File: config.mk
export PLATFORM = sky130hd
export DESIGN_NAME = smpl_iter
export DESIGN_NICKNAME = d
export VERILOG_FILES = /design/src/rtl/smpl_iter.sv
export SDC_FILE = /design/constraint.sdc
export NUM_CORES = 1
export LEC_CHECK = 0
export BUFFER_PORTS_ARGS = -buffer_cell sky130_fd_sc_hd__buf_2
export CORE_AREA = 2 2 305 307
export CTS_BUF_LIST = sky130_fd_sc_hd__clkbuf_16
export CTS_CLUSTER_DIAMETER = 30
export CTS_CLUSTER_SIZE = 8
export DETAILED_ROUTE_END_ITERATION = 12
export DIE_AREA = 0 0 307 309
export PLACE_DENSITY = 0.48
export RECOVER_POWER = 100
export SLEW_MARGIN = 20
export SYNTH_ARGS = -nofsm -noshare
export SYNTH_HDL_FRONTEND = slang
export SYNTH_SLANG_ARGS = --single-unit
File: constraint.sdc
create_clock -name clk -period 17.5 [get_ports clk]
set_clock_uncertainty 0.15 [all_clocks]
set_input_delay 1.75 -clock clk [delete_from_list [all_inputs] [get_ports clk]]
set_output_delay 1.75 -clock clk [all_outputs]
set_load 0.05 [all_outputs]
File: src/rtl/smpl_iter.sv
// Sample iterator: walks every subsample grid point of a triangle's bounding
// box in raster order (x fastest), one sample per cycle, stalling upstream
// while a box is in progress.
//
// state      | meaning
// -----------+-----------------------------------------------------------
// WAIT_STATE | idle, or showing the single sample of a degenerate box
// TEST_STATE | walking a box; the last sample releases the stall
module smpl_iter #(
  parameter int SIGFIG = 24,
  parameter int RADIX  = 10,
  parameter int VERTS  = 3,
  parameter int AXIS   = 3,
  parameter int COLORS = 3
) (
  input  logic                                          clk,
  input  logic                                          rst,
  input  logic signed [VERTS-1:0][AXIS-1:0][SIGFIG-1:0] tri_R15S,
  input  logic        [COLORS-1:0][SIGFIG-1:0]          color_R15U,
  input  logic signed [1:0][1:0][SIGFIG-1:0]            box_R15S,
  input  logic                                          validTri_R15H,
  input  logic        [3:0]                             subSample_RnnnnU,
  input  logic        [1:0][SIGFIG-1:0]                 screen_RnnnnS,
  output logic                                          halt_RnnnnL,
  output logic signed [VERTS-1:0][AXIS-1:0][SIGFIG-1:0] tri_R16S,
  output logic        [COLORS-1:0][SIGFIG-1:0]          color_R16U,
  output logic signed [1:0][SIGFIG-1:0]                 sample_R16S,
  output logic                                          validSamp_R16H
);

  typedef enum logic {WAIT_STATE = 1'b0, TEST_STATE = 1'b1} state_t;

  state_t                   state;
  logic [1:0][1:0][SIGFIG-1:0] box_r;
  logic [SIGFIG-1:0]        step_r;
  logic [SIGFIG-1:0]        step_in;
  logic [3:0]               ss_w_lg2;
  logic                     last;
  logic                     accept;

  // Screen size is carried for downstream reference only; nothing here clips.
  logic unused_screen;
  assign unused_screen = ^screen_RnnnnS;

  // Grid step from the one-hot subsample mode; finest mode wins if several bits are set.
  always_comb begin
    ss_w_lg2 = 4'd0;
    if (subSample_RnnnnU[0])      ss_w_lg2 = 4'd3;
    else if (subSample_RnnnnU[1]) ss_w_lg2 = 4'd2;
    else if (subSample_RnnnnU[2]) ss_w_lg2 = 4'd1;
    else                          ss_w_lg2 = 4'd0;
    step_in = SIGFIG'(1) << (RADIX - int'(ss_w_lg2));
  end

  // Stall and accept decode from registered state; the last sample frees upstream.
  always_comb begin
    last        = (state == TEST_STATE) && (sample_R16S == box_r[1]);
    halt_RnnnnL = (state == WAIT_STATE) || last;
    accept      = halt_RnnnnL && validTri_R15H;
  end

  // Walker FSM: load on accept, raster-step the box, drop valid once the box is done.
  always_ff @(posedge clk or posedge rst) begin
    if (rst) begin
      state          <= WAIT_STATE;
      validSamp_R16H <= 1'b0;
      sample_R16S    <= '0;
      tri_R16S       <= '0;
      color_R16U     <= '0;
      box_r          <= '0;
      step_r         <= '0;
    end else if (accept) begin
      tri_R16S       <= tri_R15S;
      color_R16U     <= color_R15U;
      box_r          <= box_R15S;
      step_r         <= step_in;
      sample_R16S    <= box_R15S[0];
      validSamp_R16H <= 1'b1;
      // A single-point box needs no walk and therefore never stalls upstream.
      state          <= (box_R15S[0] == box_R15S[1]) ? WAIT_STATE : TEST_STATE;
    end else if (state == TEST_STATE) begin
      if (!last) begin
        if (sample_R16S[0] == box_r[1][0]) begin
          sample_R16S[0] <= box_r[0][0];
          sample_R16S[1] <= sample_R16S[1] + step_r;
        end else begin
          sample_R16S[0] <= sample_R16S[0] + step_r;
        end
      end else begin
        validSamp_R16H <= 1'b0;
        state          <= WAIT_STATE;
      end
    end else begin
      validSamp_R16H <= 1'b0;
    end
  end

endmodule
==> results by group <==
Status
  • Status: finished, violations left
  • Failing checks: max-capacitance violations, max-slew violations

Clock tree
  • CTS resizes: 0
  • CTS max path bufs: 3
  • # clock sinks: 423
  • Worst-path clk slew: 0.04 ns
  • Htree depth: 4
  • Post-CTS Setup Inserts: 0
  • CTS tree: yes
  • CTS hold repair buffers: 0
  • Worst-Skew Late Latency: 0.70 ns
  • CTS buffer count: 130
  • CTS root buf: clkbuf_16

Timing
  • Fin. Hold Viols: 0
  • RSZ-0062 raised after global routing: no
  • Worst-margin pin slew: 5.818 ns
  • Final Max Slew Viols: 793
  • Min Hold Slack: 0.3142 ns
  • Period utilization: 0.6010
  • Maximum clock frequency: 95.08 MHz
  • Final TNS setup: 0 ns
  • Min Clock Period, post-route: 10.52 ns
  • PnR worst setup slack: 6.983 ns
  • Setup violators final: 0
  • Max-slew headroom: -2.900

Min path
  • Worst min-delay path class: reg2reg
  • Worst Hold Depth: 2
  • Hold endpoint: tri_R16S[153]$_DFFE_PP0P_
  • Hold Startpoint: tri_R16S[153]$_DFFE_PP0P_

Route
  • DR iter-0 viols: 1176
  • Via Count: 17.70k
  • Wirelength per Cell: 18.54 um
  • ANT nets after route: 0
  • Drt first pass iters: 5
  • Routed vias/inst: 4.168
  • Final wirelength: 78710 um
  • Post-route DRC: 0

Critical path
  • Worst Path Required: 17.98 ns
  • Critical path fanouts, max: 94
  • Crit. End Element: flip-flop
  • Crit-path slowest cell: clkbuf_1
  • Reg2reg end: tri_R16S[131]$_DFFE_PP0P_
  • Worst Path Arrival: 11.00 ns
  • WP buf/inv: 5
  • Worst r2r src: sample_R16S[20]$_DFFE_PP0P_
  • CP delay by family, top: buffers and inverters
  • WS Path Type: in2reg
  • R2R cell count: 10
  • Critical Path Start Type: primary input
  • Reg2Reg Setup Slack: 7.01 ns
  • Crit-path max cell delay: 2.93 ns
  • CP cell instances: buf_2 -> buf_4 -> nand2b_1 -> clkbuf_1 -> clkbuf_1 -> buf_4 -> nand2_1 -> nand2_1

GRT
  • Number of global-route vias before repair: 17.58k
  • First-pass GRT wire length: 113700 um
  • Largest net degree at the start of global routing: 177
  • Total grt overflow: 0
  • GRT Util Overall: 0.1602
  • Initial antenna violation count: 24

Synthesis
  • Syn Inst Count: 2186
  • Number of synthesized flops with an enable pin: 0
  • Main synth FF type: dfrtp_1
  • Mean Syn Cell Area: 8.900 um2
  • Seq/Total Area, Yosys: 0.5441
  • Mapped cell area: 0.01945 mm2
  • Syn Nets: 2659
  • Ys async rst share: 1.000
  • Unique cell type count in the Yosys netlist: 70
  • Yosys reg bits: 423
  • Ys Warns: 0

Floorplanning
  • Die Ht: 309 um
  • DIE AREA: 0.09486 mm2
  • Ports: 777
  • Die width: 307 um
  • Starting density of the core: 0.2129
  • CORE AREA: 0.09139 mm2
  • Row cnt: 111

Finish
  • Share of cells above drive strength 1: 0.1935
  • Area Growth Syn to Fin: 41.97%
  • Register area: 0.01059 mm2
  • Multi-input logic area: 0.007988 mm2
  • # fillers: 9959
  • Fin nets: 3426

Power and ir drop
  • LEAKAGE: 0.01442 uW
  • VDD IR max: 0.1021 mV
  • Tot Pwr: 3889 uW
  • Power density cells: 140.8 mW/mm2

Placement
  • Port Buffer Count: 727
  • Dpl ws: 11.43 ns
  • Gpl congestion: 0.8144
  • Dpl hpwl: 57040 um

Job
  • Max-Cap Viols: 11
registers in the layout, indices dropped and copies added, names as in the netlist:
signal / flops
box_r: 72
tri_R16S: 216
color_R16U: 72
step_r: 13
validSamp_R16H: 1
state: 1
sample_R16S: 48
cell type report:
class	instances	area share
well taps	1186	0.05373
flip-flops and latches	423	0.3832
inverters	21	0.002899
repair buffers	743	0.1205
clock buffers	137	0.1241
diodes	6	0.0005436
multi-input cells	1634	0.2892
clock inverters	96	0.02582
how the worst max path moves through the flow:
stage	start	end	slack, ns	cells after the start
2_1_floorplan	rst	box_r[0]$_DFFE_PP0P_	3.82	1
3_3_place_gp	validTri_R15H	color_R16U[22]$_DFFE_PP0P_	11.44	8
3_5_place_dp	validTri_R15H	color_R16U[22]$_DFFE_PP0P_	11.43	8
4_1_cts	sample_R16S[32]$_DFFE_PP0P_	halt_RnnnnL	11.37	7
5_1_grt	sample_R16S[20]$_DFFE_PP0P_	tri_R16S[124]$_DFFE_PP0P_	5.91	10
6_report	validTri_R15H	tri_R16S[131]$_DFFE_PP0P_	6.98	8
cell families (layout without fill, tap and decap cells):
group	after synthesis	count (layout)	share of synthesized area
simple gates	1266	1266	0.2573
flops	423	423	0.5441
compound gates	187	187	0.06316
buf+inv	129	997	0.04495
xor+xnor	121	121	0.05447
fa+ha+maj	34	34	0.02264
mux	26	26	0.01338
other cells	0	6	0
metrics by stage:
stage	utilization	cell area, um2	cells
final	0.3022	27620	4246
after global routing	0.3021	27610	4242
after CTS	0.3073	28080	4240
after detailed placement	0.2620	23940	4007
after global placement	0.2620	23940	4007
after floorplan	-	19450	2186
per-layer routing:
metal	track usage	wire length [um]
met3	0.05591	5881
met2	0.2527	37400
met4	0.05423	1773
met1	0.2037	33550
met5	0	103
power by group:
part           switching, uW  internal (uW)  total (uW)
combinational            414            163         577
sequential              75.2           1050        1130
clock                    678           1510        2190
total                   1170           2720        3890
worst register-to-register path: cells and delay by family, from the launching register on:
family	cells	cell delay, ns
buffers and inverters	3	6.75
and+or+nand+nor	5	2.48
DFF	1	0.48
xor gates and xnor gates	1	0.37
AOI/OAI and AO/OA	1	0.21
cells in the final DEF, fill, tap and decap left out, types with 9 or more instances in the layout:
master	n
ha_1	32
xnor2_1	20
xor2_1	101
buf_2	389
nor2b_1	9
clkinv_1	24
dfrtp_1	423
nor4_1	25
clkbuf_1	347
a21o_1	11
o22ai_1	10
and2_1	10
nand3_1	11
nand2_1	1125
nor2_1	35
nor3_1	15
clkbuf_16	137
o21ai_0	41
a21oi_1	46
a211oi_1	10
clkinv_2	28
mux2i_1	26
inv_1	44
Yosys cell counts (all sizes together) (13+ instances only):
master     n  area (um2)
buf       93       739.4
a21oi     46       230.2
nor2      36       145.1
mux2i     26       260.3
clkbuf    15       56.30
nand2   1125        4223
nor3      15       75.07
dfrtp    423       10590
nor4      25       156.4
inv       20       75.07
xnor2     20       175.2
and2      13       81.33
o21ai     44       220.2
xor2     101       884.6
ha        32       400.4
No activity file was read; power rests on OpenSTA's default activity.
